`config.mk`:
```
export PLATFORM = sky130hd
export DESIGN_NAME = clock_alarm
export DESIGN_NICKNAME = d
export VERILOG_FILES = /design/src/rtl/clock_alarm.sv
export SDC_FILE = /design/constraint.sdc
export NUM_CORES = 1
export LEC_CHECK = 0
export CORE_MARGIN = 3
export CORE_UTILIZATION = 25
export CTS_CLUSTER_DIAMETER = 30
export CTS_CLUSTER_SIZE = 28
export DETAILED_ROUTE_END_ITERATION = 10
export SLEW_MARGIN = 25
export SYNTH_ARGS = -nofsm -noshare
export SYNTH_HDL_FRONTEND = slang
export SYNTH_HIERARCHICAL = 1
export SYNTH_SLANG_ARGS = --single-unit
```
`constraint.sdc`:
```
create_clock -name clk -period 7 [get_ports clk]
set_clock_uncertainty 0.2 [all_clocks]
set_input_delay 1.05 -clock clk [delete_from_list [all_inputs] [get_ports clk]]
set_output_delay 1.05 -clock clk [all_outputs]
set_load 0.005 [all_outputs]
```
`src/rtl/clock_alarm.sv`:
```
// Alarm stage behind the time-of-day counter: settable hour:minute alarm,
// bounded ring with limited snoozes, stop, and a beeping buzzer output.

module clock_alarm_btn #(
  parameter int DEB_CYC = 1000000
) (
  input  logic clk,
  input  logic rst,
  input  logic btn_n,
  output logic press
);
  localparam int CW = $clog2(DEB_CYC + 1);

  logic [2:0]    sync_q, sync_d;
  logic [CW-1:0] deb_q, deb_d;

  // sync_q[1:0] is the metastability pair, sync_q[2] holds the previous level
  always_comb begin
    sync_d = {sync_q[1:0], btn_n};
    press  = sync_q[2] & ~sync_q[1] & (deb_q == '0);
    deb_d  = deb_q;
    if (press)             deb_d = CW'(DEB_CYC);
    else if (deb_q != '0)  deb_d = deb_q - CW'(1);
  end

  always_ff @(posedge clk) begin
    if (rst) begin
      sync_q <= 3'b111;
      deb_q  <= '0;
    end else begin
      sync_q <= sync_d;
      deb_q  <= deb_d;
    end
  end
endmodule

module clock_alarm #(
  parameter int RING_SEC   = 60,
  parameter int SNOOZE_SEC = 300,
  parameter int MAX_SNOOZE = 3,
  parameter int DEB_CYC    = 1000000
) (
  input  logic        clk,
  input  logic        rst,
  input  logic        clk_1s,
  input  logic [16:0] time_s,
  input  logic        alarm_en,
  input  logic        set_m_n,
  input  logic        set_h_n,
  input  logic        snooze_n,
  input  logic        stop_n,
  output logic [16:0] alarm_time,
  output logic        ringing,
  output logic        snoozing,
  output logic        buzz,
  output logic [1:0]  snooze_left
);
  typedef enum logic [1:0] {IDLE, RING, SNOOZE} state_t;

  localparam logic [8:0] RING_LAST = 9'(RING_SEC - 1);
  localparam logic [8:0] SNZ_LAST  = 9'(SNOOZE_SEC - 1);
  localparam logic [1:0] SNZ_MAX   = 2'(MAX_SNOOZE);

  // button order: 0 set_m, 1 set_h, 2 snooze, 3 stop
  logic [3:0] btn_n, press;
  assign btn_n = {stop_n, snooze_n, set_h_n, set_m_n};

  for (genvar i = 0; i < 4; i++) begin : g_btn
    clock_alarm_btn #(.DEB_CYC(DEB_CYC)) u_btn (
      .clk   (clk),
      .rst   (rst),
      .btn_n (btn_n[i]),
      .press (press[i])
    );
  end

  state_t      state_q, state_d;
  logic [8:0]  sec_cnt_q, sec_cnt_d;
  logic [1:0]  left_q, left_d;
  logic [4:0]  hour_q, hour_d;
  logic [5:0]  min_q, min_d;
  logic [16:0] time_q, time_d;
  logic        clk_1s_q, clk_1s_d;
  logic        tick, match;

  assign alarm_time = 17'(hour_q) * 17'd3600 + 17'(min_q) * 17'd60;
  assign tick  = clk_1s & ~clk_1s_q;
  // Only a change of time_s onto the alarm fires, never an edit of the alarm
  assign match = (time_s == alarm_time) && (time_q != alarm_time);

  always_comb begin
    state_d   = state_q;
    sec_cnt_d = sec_cnt_q;
    left_d    = left_q;
    hour_d    = hour_q;
    min_d     = min_q;
    time_d    = time_s;
    clk_1s_d  = clk_1s;

    if (press[0]) min_d  = (min_q  == 6'd59) ? 6'd0 : min_q + 6'd1;
    if (press[1]) hour_d = (hour_q == 5'd23) ? 5'd0 : hour_q + 5'd1;

    if (!alarm_en) begin
      state_d = IDLE;
    end else begin
      case (state_q)
        IDLE: if (match) begin
          state_d   = RING;
          sec_cnt_d = '0;
          left_d    = SNZ_MAX;
        end
        RING: begin
          if (press[3]) begin
            state_d = IDLE;
          end else if (press[2] && left_q != 2'd0) begin
            state_d   = SNOOZE;
            sec_cnt_d = '0;
            left_d    = left_q - 2'd1;
          end else if (tick) begin
            if (sec_cnt_q == RING_LAST) state_d = IDLE;
            else                        sec_cnt_d = sec_cnt_q + 9'd1;
          end
        end
        SNOOZE: begin
          if (press[3]) begin
            state_d = IDLE;
          end else if (tick) begin
            if (sec_cnt_q == SNZ_LAST) begin
              state_d   = RING;
              sec_cnt_d = '0;
            end else begin
              sec_cnt_d = sec_cnt_q + 9'd1;
            end
          end
        end
        default: state_d = IDLE;
      endcase
    end
  end

  always_ff @(posedge clk) begin
    if (rst) begin
      state_q   <= IDLE;
      sec_cnt_q <= '0;
      left_q    <= SNZ_MAX;
      hour_q    <= 5'd7;
      min_q     <= 6'd0;
      time_q    <= time_s;
      clk_1s_q  <= 1'b0;
    end else begin
      state_q   <= state_d;
      sec_cnt_q <= sec_cnt_d;
      left_q    <= left_d;
      hour_q    <= hour_d;
      min_q     <= min_d;
      time_q    <= time_d;
      clk_1s_q  <= clk_1s_d;
    end
  end

  assign ringing     = (state_q == RING);
  assign snoozing    = (state_q == SNOOZE);
  assign buzz        = ringing & clk_1s;
  assign snooze_left = left_q;
endmodule

```
==> metrics.md, run 1 <==
| Metric | Value |
|---|---|
| Largest net degree at the start of global routing | `66` |
| Post-route cell area | `10000 µm²` |
| Max Slew Vio Count | `0` |
| Area occupied by multi-input gates | `5480 µm²` |
| Final period util | `93.4%` |
| RePlAce Congestion | `0.801` |
| Commonest non-fill, non-tap cell in the layout | `dfxtp_1` |
| Fmax | `0.153 GHz` |
| Clk pin slew, worst setup/hold paths | `0.06 ns` |
| Final core utilization | `29.9%` |
| Largest area contributor in the synthesized netlist | `dfxtp_1` |
| Wire length per cell | `13.2 µm` |
| Power, Total | `4.42 mW` |
| WS Path Type | `reg -> out` |
| Minimum clock period | `6.53 ns` |
| Seq/Total Area, Yosys | `31.3%` |
| Vias | `7275` |
| Vias in the first global route | `6958` |
| Worst-margin pin slew | `0.952 ns` |
| Post-DRT Antenna Nets | `0` |
| Root buffer cell | `clkbuf_16` |
| Fin cells | `1485` |
| Leakage | `3.89 nW` |
| DRC Markers | `0` |
| DRT Pass-1 Iters | `5` |
| Syn Inst Count | `987` |
| Final setup viols | `0` |
| Dpl cells | `1452` |
| Die area | `36500 µm²` |
| Setup WS pre-CTS | `0.799 ns` |
| Antenna violations before repair | `0` |
| Number of cell rows | `67` |
| Async SR Flop Fraction | `0%` |
| # H-tree levels | `4` |
| Peak supply drop | `0.236 mV` |
| Most frequent cells in the layout | `dfxtp_1, nor2_1, a21oi_1` |
| Worst skew pair latency | `0.42 ns` |
| Final wirelength | `19.6 mm` |
| CTS buffer count | `17` |
| First-pass GRT wire length | `33.7 mm` |
| Final Hold Vio Count | `0` |
| EDFF count, synth | `0` |
| Post-layout nets | `1118` |
| Layout cells sized above 1 | `9.35%` |
| Cts hold-fix bufs | `0` |
| Vias per Instance | `4.90` |
| Area share of the leading cell type in the synthesized netlist | `31.3%` |
| Crit start category | `register` |
| Ports | `47` |
| Rel. slew slack | `35.6%` |
| CORE AREA | `33600 µm²` |
| Unrepaired setup endpoints after global routing | `false` |
| Setup TNS Final | `0 ns` |
| Die X | `191 µm` |
| Post-synth top flop | `dfxtp_1` |
| # port buffers | `44` |
| TritonCTS clock tree | `built` |
| Synth area leaders | `dfxtp_1, ha_1, a21oi_1` |
| FF+latch area | `2680 µm²` |
| Crit Path Max Fanout | `10` |
| GRT Total Usage | `11.1%` |
| Mapped Area | `8570 µm²` |
| Crit path required time | `5.75 ns` |
| Setup WS post-layout | `0.465 ns` |
| Grt ovf | `0` |
| Dpl hpwl | `14.2 mm` |
| Crit. End Element | `output port` |
| Area delta synth->final | `17.2%` |
| Status | `finished, final reports clean` |
| Worst Hold Class | `reg -> reg` |
| Arr. time, crit path | `5.28 ns` |
| Fill cells | `3506` |
| Hold_ws | `0.204 ns` |
| Die height | `191 µm` |
| Synth Warn # | `6` |
| Initial Util | `25.5%` |
| Drt initial violations | `478` |
| Clk sinks | `134` |
| Placed cell areas | `9440 µm²` |
| Clock buffer depth | `2` |
| Post-Syn Area per Cell | `8.68 µm²` |
| Synth unique cells | `80` |
| Pwr per Cell Area | `440 nW/µm²` |
| Max cap viols | `0` |
| Diode count | `0` |
| #FFs+latches synth | `134` |
[cell usage after synthesis, drive strengths merged, types with 20 or more instances]
| cell | n |
|---|---|
| nor4 | 29 |
| o21ai | 34 |
| nor3 | 33 |
| nand2 | 61 |
| inv | 64 |
| dfxtp | 134 |
| or4 | 20 |
| xnor2 | 37 |
| nand2b | 21 |
| nand3 | 27 |
| a211oi | 20 |
| a21oi | 66 |
| nor2 | 70 |
| or2 | 21 |
| ha | 56 |
[final timing paths]
check	start	end	slack [ns]	cells past startpoint
worst min-delay path	g_btn[2].u_btn/sync_q[0]	g_btn[2].u_btn/sync_q[1]	0.20	1
worst max register to register	min_q[3]	state_q[1]	0.94	22
worst max-delay path	min_q[3]	alarm_time[16]	0.47	18
worst min register to register	g_btn[2].u_btn/sync_q[0]	g_btn[2].u_btn/sync_q[1]	0.20	1
[registers in the layout, summed over array words and instances (netlist names)]
name                count
clk_1s_q                1
state_q                 2
hour_q                  5
g_btn.u_btn/deb_q      80
sec_cnt_q               9
snooze_left             2
time_q                 17
min_q                   6
g_btn.u_btn/sync_q     12
[layer usage]
| metal | vias up | GRT usage (%) | wire (µm) |
|---|---|---|---|
| li1 | 3708 | - | - |
| met1 | 3457 | 14.8 | 9670 |
| met2 | 92 | 17.8 | 9170 |
| met3 | 18 | 2.60 | 595 |
| met4 | 0 | 3.27 | 195 |
| met5 | - | 0 | 0 |
[final cells by class]
class | instances | area share [%]
inverters | 64 | 2.39
multi-input cells | 756 | 54.6
clock inverters | 12 | 1.27
flip-flops and latches | 134 | 26.7
repair buffers | 51 | 4.88
well taps | 448 | 5.58
clock buffers | 20 | 4.55
[worst max-delay path: stages, from the launching register on]
cell             delay (ns)
dfxtp_1                0.45
inv_1                  0.21
fa_1                   0.49
fa_1                   0.52
inv_1                  0.05
ha_1                   0.33
a21oi_1                0.23
o21bai_1               0.09
a21oi_1                0.22
o21bai_1               0.09
a21oi_1                0.17
xnor2_1                0.09
ha_2                   0.42
a21o_1                 0.18
a21oi_1                0.05
a311o_1                0.35
nor3_4                 0.24
xnor2_1                0.16
clkdlybuf4s50_1        0.52
[cell families (layout without fill, tap and decap cells)]
kind of cell    after synthesis  in the layout  synth area share (%)
compound gates              233            233                  18.7
xor+xnor                     59             59                  6.53
fa+ha+maj                    69             69                  11.2
buf+inv                      98            147                  4.91
flops                       134            134                  31.3
mux                          16             16                  1.91
other cells                   1              2                0.0438
simple gates                377            377                  25.4
[power breakdown]
part / total (mW) / internal (mW) / switching, mW
combinational: 2.30 / 0.950 / 1.35
sequential: 1.22 / 0.978 / 0.245
clock: 0.892 / 0.542 / 0.351
[what timing repair did]
action | in CTS | in global routing
resized for setup | 0 | 2
setup buffers | 0 | 1
endpoints found under the setup margin | 0 | 2
Power figures use the tool's default switching activity.
==> inputs of run 2 (changes only) <==
- RECOVER_POWER: default -> 100
==> run 2 against run 1 <==
- critical endpoint unchanged
- global-route usage stayed put
- design area is 0.19% lower
- the flow now finishes with violations (capacitance limit, slew limit)
- sequential cell count stayed put
- via count is 0.56% higher
==> metrics.md, run 2 (same netlist as run 1, synthesis figures left out) <==
| Metric | Value |
|---|---|
| Fmax | `0.153 GHz` |
| Failing checks | `capacitance limit, slew limit` |
| Worst reg-to-reg setup slack | `0.95 ns` |
| Final core utilization | `29.8%` |
| Worst r2r dst | `snooze_left[1]` |
| Cts hold-fix bufs | `0` |
| Final Hold Vio Count | `0` |
| Rel. slew slack | `-92.6%` |
| Met3 routed WL | `607 µm` |
| Die X | `191 µm` |
| Vias in the first global route | `6958` |
| CTS buffer count | `17` |
| Hold_ws | `0.204 ns` |
| Final setup viols | `0` |
| Unrepaired setup endpoints after global routing | `false` |
| Cell family with most CP delay | `adder cells` |
| Worst skew pair latency | `0.43 ns` |
| Final wirelength | `19.6 mm` |
| Antenna violations before repair | `0` |
| Max stage delay on crit path | `0.52 ns` |
| Diode count | `0` |
| Crit start category | `register` |
| Clk sinks | `134` |
| Crit. End Element | `output port` |
| Hold path startpoint | `g_btn[2].u_btn/sync_q[0]` |
| Dpl cells | `1452` |
| Die area | `36500 µm²` |
| RePlAce Congestion | `0.801` |
| Critical path buffers and inverters | `3` |
| Post-DRT Antenna Nets | `0` |
| DR top layer | `met4` |
| Crit path required time | `5.75 ns` |
| Worst-margin pin slew | `2.89 ns` |
| Drt initial violations | `471` |
| Clock buffer depth | `2` |
| Fin cells | `1485` |
| Root buffer cell | `clkbuf_16` |
| First-pass GRT wire length | `33.7 mm` |
| Area delta synth->final | `17.0%` |
| Arr. time, crit path | `5.29 ns` |
| Leakage | `3.89 nW` |
| Post-layout nets | `1118` |
| Pwr per Cell Area | `439 nW/µm²` |
| Power, Total | `4.40 mW` |
| Most common cell on crit path | `a21oi_1` |
| Clk pin slew, worst setup/hold paths | `0.06 ns` |
| DRT Pass-1 Iters | `5` |
| Commonest non-fill, non-tap cell in the layout | `dfxtp_1` |
| Layout cells sized above 1 | `8.78%` |
| Status | `complete, but fails checks` |
| GRT Total Usage | `11.1%` |
| Max cap viols | `1` |
| Die height | `191 µm` |
| Wire length per cell | `13.2 µm` |
| Critical R2R Launch | `min_q[3]` |
| Vias | `7316` |
| Biggest regs | `g_btn.u_btn/deb_q x80, time_q x17, g_btn.u_btn/sync_q x12` |
| Worst Hold Depth | `1` |
| Slowest CP cell | `fa_1` |
| Ports | `47` |
| Final period util | `93.4%` |
| TritonCTS clock tree | `built` |
| Number of cell rows | `67` |
| WS Path Type | `reg -> out` |
| Min-Delay Endpoint | `g_btn[2].u_btn/sync_q[1]` |
| Setup TNS Final | `0 ns` |
| Max FFs per register | `80` |
| Reg2reg path depth | `22` |
| Vias per Instance | `4.93` |
| CORE AREA | `33600 µm²` |
| Max Slew Vio Count | `66` |
| Dpl hpwl | `14.2 mm` |
| Initial Util | `25.5%` |
| Crit Path Max Fanout | `10` |
| Largest net degree at the start of global routing | `66` |
| Metal-1 WL | `9.64 mm` |
| # H-tree levels | `4` |
| # port buffers | `44` |
| Most frequent cells in the layout | `dfxtp_1, nor2_1, a21oi_1` |
| Worst Hold Class | `reg -> reg` |
| Fill cells | `3510` |
| Area occupied by multi-input gates | `5470 µm²` |
| Minimum clock period | `6.54 ns` |
| DRC Markers | `0` |
| CP cell instances | `inv_1 -> fa_1 -> fa_1 -> inv_1 -> ha_1 -> a21oi_1 -> o21bai_1 -> a21oi_1 -> o21bai_1 -> a21oi_1 -> xnor2_1 -> ha_2 -> a21o_1 -> a21oi_1 -> a311o_1 -> nor3_4 -> xnor2_1 -> clkdlybuf4s50_1` |
| Reg with most FFs | `g_btn.u_btn/deb_q` |
| FF+latch area | `2680 µm²` |
| Met2 WL post-DR | `9.17 mm` |
| Peak supply drop | `0.236 mV` |
| Grt ovf | `0` |
run 2: cell types whose count changed in the layout (fill, tap and decap cells not counted), sizes merged:
cell,delta
clkbuf,+3
buf,-3
dlygate4sd3,+33
clkdlybuf4s50,-33
run 2: cell type report:
type	count	area share [%]
timing repair buffer	51	4.82
tap	448	5.59
sequential	134	26.8
multi-input combinational	756	54.6
inverter	64	2.40
clock buffer	20	4.56
clock inverter	12	1.27
run 2: what timing repair did:
action,4_1_cts,5_1_grt
buffers inserted,0,1
setup endpoints to repair,0,2
resized for setup,0,2
run 2: worst reg2reg max path, delay by kind of cell (launching register included):
kind	cells	cell delay, ns
AO/OA/AOI/OAI	8	1.64
XOR/XNOR	2	0.27
adder cells (fa/ha/maj)	4	1.76
buffers and inverters	4	0.52
flip-flops	1	0.45
multiplexers	2	0.30
AND/OR/NAND/NOR	2	0.79
run 2: power by group:
| group | switching, mW | total, mW | internal (mW) |
|---|---|---|---|
| Clock | 0.350 | 0.892 | 0.542 |
| Sequential | 0.245 | 1.22 | 0.979 |
| Combinational | 1.35 | 2.28 | 0.934 |
run 2: per-layer routing:
layer / vias to the layer above / GRT usage, %
met3: 20 / 2.60
li1: 3715 / -
met4: 0 / 3.27
met2: 110 / 17.8
met1: 3471 / 14.8
met5: - / 0
run 2: worst max-delay path by stage:
stage / startpoint / endpoint / slack [ns] / cells past startpoint
2_1_floorplan: min_q[3] / state_q[0] / 1.51 / 22
3_3_place_gp: min_q[3] / alarm_time[16] / 0.86 / 18
3_5_place_dp: min_q[3] / alarm_time[16] / 0.80 / 18
4_1_cts: min_q[3] / alarm_time[16] / 0.30 / 18
5_1_grt: min_q[3] / alarm_time[15] / 0.03 / 18
6_report: min_q[3] / alarm_time[16] / 0.46 / 18
run 2: metrics by stage:
step           cell area (µm²)  worst slack (ns)
2_1_floorplan             8570              1.51
3_3_place_gp              9440             0.862
3_5_place_dp              9440             0.799
4_1_cts                  10000             0.302
5_1_grt                  10000            0.0328
6_report                 10000             0.459
